==> src/rtl/if_id_skid_reg.sv <==
// IF/ID pipeline stage register with a 2-entry skid buffer.
//
// Sits between fetch and decode. The main entry drives the outputs; the skid
// entry catches the instruction accepted in the cycle decode stalls, so fetch
// can stream one instruction per cycle and in_ready never depends
// combinationally on out_ready or flush_in.
//
// Ports:
//   clk        clock, all state updates on the rising edge
//   rst        asynchronous active-low reset, clears both valid bits
//   flush_in   jump/branch redirect, discards every held entry
//   in_valid   fetch presents inst_in/pc_in
//   in_ready   stage can accept (registered, NOT skid valid)
//   inst_in    fetched instruction
//   pc_in      PC of inst_in
//   out_valid  inst_out/pc_out hold a real instruction
//   out_ready  decoder accepts this cycle
//   inst_out   instruction to decode, NOP_INST when out_valid=0
//   pc_out     PC to decode, BUBBLE_PC when out_valid=0
//   count      number of entries held, 0..2
module if_id_skid_reg #(
    parameter int unsigned          INST_W    = 32,
    parameter int unsigned          PC_W      = 32,
    parameter logic [INST_W-1:0]    NOP_INST  = 32'h0000_0013,
    parameter logic [PC_W-1:0]      BUBBLE_PC = '0
) (
    input  logic              clk,
    input  logic              rst,
    input  logic              flush_in,
    input  logic              in_valid,
    output logic              in_ready,
    input  logic [INST_W-1:0] inst_in,
    input  logic [PC_W-1:0]   pc_in,
    output logic              out_valid,
    input  logic              out_ready,
    output logic [INST_W-1:0] inst_out,
    output logic [PC_W-1:0]   pc_out,
    output logic [1:0]        count
);

    logic              main_valid_q, main_valid_d;
    logic              skid_valid_q, skid_valid_d;
    logic [INST_W-1:0] main_inst_q;
    logic [PC_W-1:0]   main_pc_q;
    logic [INST_W-1:0] skid_inst_q;
    logic [PC_W-1:0]   skid_pc_q;

    logic in_fire;
    logic out_fire;
    logic main_load;       // main <= input
    logic main_from_skid;  // main <= skid
    logic skid_load;       // skid <= input

    assign in_ready = ~skid_valid_q;
    assign in_fire  = in_valid & in_ready;
    assign out_fire = main_valid_q & out_ready;

    always_comb begin
        main_valid_d   = main_valid_q;
        skid_valid_d   = skid_valid_q;
        main_load      = 1'b0;
        main_from_skid = 1'b0;
        skid_load      = 1'b0;
        if (flush_in) begin
            // Redirect wins: held entries and any same-cycle input are dropped.
            main_valid_d = 1'b0;
            skid_valid_d = 1'b0;
        end else if (!main_valid_q) begin
            // Skid is never occupied while main is empty.
            if (in_fire) begin
                main_valid_d = 1'b1;
                main_load    = 1'b1;
            end
        end else if (out_fire) begin
            if (skid_valid_q) begin
                // Older skid entry moves up; in_ready was low so no input fired.
                main_from_skid = 1'b1;
                skid_valid_d   = 1'b0;
            end else if (in_fire) begin
                main_load = 1'b1;
            end else begin
                main_valid_d = 1'b0;
            end
        end else if (in_fire) begin
            skid_load    = 1'b1;
            skid_valid_d = 1'b1;
        end
    end

    always_ff @(posedge clk or negedge rst) begin
        if (!rst) begin
            main_valid_q <= 1'b0;
            skid_valid_q <= 1'b0;
        end else begin
            main_valid_q <= main_valid_d;
            skid_valid_q <= skid_valid_d;
        end
    end

    // Payload registers carry no reset; the valid bits gate their visibility.
    always_ff @(posedge clk) begin
        if (main_from_skid) begin
            main_inst_q <= skid_inst_q;
            main_pc_q   <= skid_pc_q;
        end else if (main_load) begin
            main_inst_q <= inst_in;
            main_pc_q   <= pc_in;
        end
        if (skid_load) begin
            skid_inst_q <= inst_in;
            skid_pc_q   <= pc_in;
        end
    end

    assign out_valid = main_valid_q;
    assign inst_out  = main_valid_q ? main_inst_q : NOP_INST;
    assign pc_out    = main_valid_q ? main_pc_q : BUBBLE_PC;
    assign count     = {1'b0, main_valid_q} + {1'b0, skid_valid_q};

endmodule

==> config.mk <==
export PLATFORM = sky130hd
export DESIGN_NAME = if_id_skid_reg
export DESIGN_NICKNAME = d
export VERILOG_FILES = /design/src/rtl/if_id_skid_reg.sv
export SDC_FILE = /design/constraint.sdc
export NUM_CORES = 1
export LEC_CHECK = 0
export CORE_MARGIN = 10
export CORE_UTILIZATION = 44
export DETAILED_ROUTE_END_ITERATION = 12
export PLACE_DENSITY = 0.76
export SKIP_CTS_REPAIR_TIMING = 1
export SYNTH_ARGS = -nofsm -noshare
export SYNTH_HDL_FRONTEND = slang
export SYNTH_SLANG_ARGS = --single-unit
==> constraint.sdc <==
create_clock -name clk -period 7.6 [get_ports clk]
set_input_delay 1.52 -clock clk [delete_from_list [all_inputs] [get_ports clk]]
set_output_delay 1.52 -clock clk [all_outputs]
set_load 0.01 [all_outputs]
==> out/results.ini <==
[run_status]
status = finished clean

[yosys]
synthCells = 286
avgSynthCellArea_sq_um = 19.1
ys_ff_latch = 130
yosysWarnings = 0
synth.distinct_cells = 20
yosysTopAreaCellShare = 0.702
synth.most_common_cell = edfxtp_1
synth_ff_type = edfxtp_1
synthesis.area_sq_mm = 0.00547
synth_async_sr_flop_share = 0.0154
synthTopCellsByCount = edfxtp_1, and2_1, mux2_4
yosysSeqAreaShare = 0.711
synth-edff-count = 128
yosys-top-cells-area = edfxtp_1, mux2_4, and2_1, buf_12, dfrtp_1
synth_area_leader_cell = edfxtp_1
synthesis.nets = 356

[job]
drv_cap = 0

[detailed_routing]
vias = 2888
ant_nets = 0
met3_length_microns = 806
drt_iter0_markers = 174
firstDrtPassIters = 4
wl_microns = 10700
vias_per_cell = 4.72
wl_per_cell_microns = 17.4
wl_met2_microns = 5210
top_layer_used = met4
drcViolationCount = 0
wl_met1_microns = 4460

[timing]
fin_skew_ps = 6.83
tns_ps = 0
rsz0062_at_grt = false
setup_viol = 0
max_slew_margin = 0.376
final.min_clock_period_ps = 3760
fmax_mhz = 266
worstMarginPinSlew_ps = 935
hold_viol_final = 0
hold_ws_ps = 544
finalMaxSlewViolations = 0
fin_ws_ps = 3840
final.period_utilization = 0.495

[clock_network]
cts-buffers-inserted = 17
clk_pin_slew_ps = 60
clock-sinks = 130
insertion_delay_ps = 400
clockBufferDepth = 2
cts_tree = built
ctsHtreeMaxLevel = 4
root_buffer = clkbuf_16

[global_route]
grt_max_degree = 74
grt.overflow.total = 0
grtUsageTotal = 0.124
grt_pass1_vias = 3201
grt_pass1_wl_microns = 17100
antenna_found_initial = 0

[critical_path]
crit_family = flip-flops
worstSetupPathType = flip-flop to primary output
crit_buf_inv = 1
required_ps = 6080
worstPathCellList = and2_1 -> clkdlybuf4s50_1
worstReg2RegEnd = main_inst_q[26]
end_kind = primary output
r2r-start = out_valid
crit_fanout = 73
reg2reg_setup_slack_ps = 4820
cp-start-kind = flip-flop
reg2reg_depth = 4
cpPeakStageDelay_ps = 980
crit_slowest_cell = dfrtp_2
crit_arrival_ps = 2240

[power]
ir_worst_vdd_uv = 110
power.density_mw_per_mm2 = 231
seqPwrFrac = 0.479
p_leak_nw = 2.80
intPower_mw = 1.39
clkPwrFrac = 0.434
p_sw_mw = 0.340
combPwrFrac = 0.087
switching_share = 0.196

[placed_design]
numPortBuffers = 136
dpl.hpwl_microns = 7400
place.gp.congestion = 0.784
pre_cts_slack_ps = 3490

[floorplan]
num_rows = 40
core_sq_mm = 0.0121
io_pins = 137
die_y_microns = 132
initial_core_util = 0.452
die_w_microns = 132
die_area_sq_mm = 0.0173

[finish]
final_util = 0.619
drive_above_1_share = 0.218
syn_to_final_growth_pct = 37.0
num_antenna_cells = 0
layout.nets = 501

[worst_hold_path]
min_path_cells = 1
min_from = skid_pc_q[13]
worstHoldPathType = flip-flop to flip-flop
hold_path_end = main_pc_q[13]

[power by group through the flow]
| stage | registers, mW | logic (mW) | clock network (mW) |
|---|---|---|---|
| after global routing | 0.833 | 0.162 | 0.806 |
| after floorplan | 0.840 | 0.0665 | 0 |
| after global placement | 0.843 | 0.149 | 0 |
| final | 0.830 | 0.151 | 0.751 |
| after detailed placement | 0.845 | 0.153 | 0 |
| after CTS | 0.830 | 0.154 | 0.770 |
[kinds of logic (layout without fill, tap and decap cells)]
logic type	Yosys count	count (layout)	synth area share
buffers and inverters	16	174	0.0293
muxes	64	64	0.173
AOI/OAI and AO/OA	5	5	0.00503
DFF	130	130	0.711
adders and majority gates	1	1	0.00229
and+or+nand+nor	70	70	0.0793
[final cells by class]
type / instances / area, sq um
tap: 168 / 210
timing repair buffer: 140 / 1390
clock buffer: 21 / 440
fill: 918 / 4610
multi-input combinational: 140 / 1440
inverter: 2 / 7.51
clock inverter: 11 / 114
sequential: 130 / 3890
[flip-flops by register name (all words and copies together), names as in the netlist]
| name | count |
|---|---|
| skid_valid_q | 1 |
| out_valid | 1 |
| skid_pc_q | 32 |
| skid_inst_q | 32 |
| main_pc_q | 32 |
| main_inst_q | 32 |
[stage by stage]
step	power, mW	instance area [sq um]	std cells
CTS	1.75	7500	612
global route	1.80	7500	612
detailed placement	0.998	6940	580
global placement	0.992	6940	580
finish	1.73	7500	612
floorplan	0.907	5480	286
[layer usage]
layer  vias up  GRT usage
li1       1359          -
met4         0     0.0556
met1      1410      0.139
met3        17     0.0560
met5         -          0
met2       102      0.200
[cell usage in the layout (no fill, tap or decap), types with 4 or more instances in the layout]
cell / n
and2_1: 61
buf_4: 4
clkbuf_1: 4
clkbuf_16: 17
clkdlybuf4s50_1: 136
edfxtp_1: 128
mux2_2: 4
mux2_4: 60
[worst max-delay path by stage]
stage                   start  slack, ps  depth (start not counted)               to
floorplan            flush_in       1050                          1   main_inst_q[0]
global placement     flush_in       3560                          5  main_inst_q[26]
detailed placement   flush_in       3490                          5  main_inst_q[26]
CTS                 out_valid       3760                          2     inst_out[11]
global route        out_valid       3620                          2     inst_out[11]
finish              out_valid       3840                          2     inst_out[11]
(Power assumes the default switching activity.)
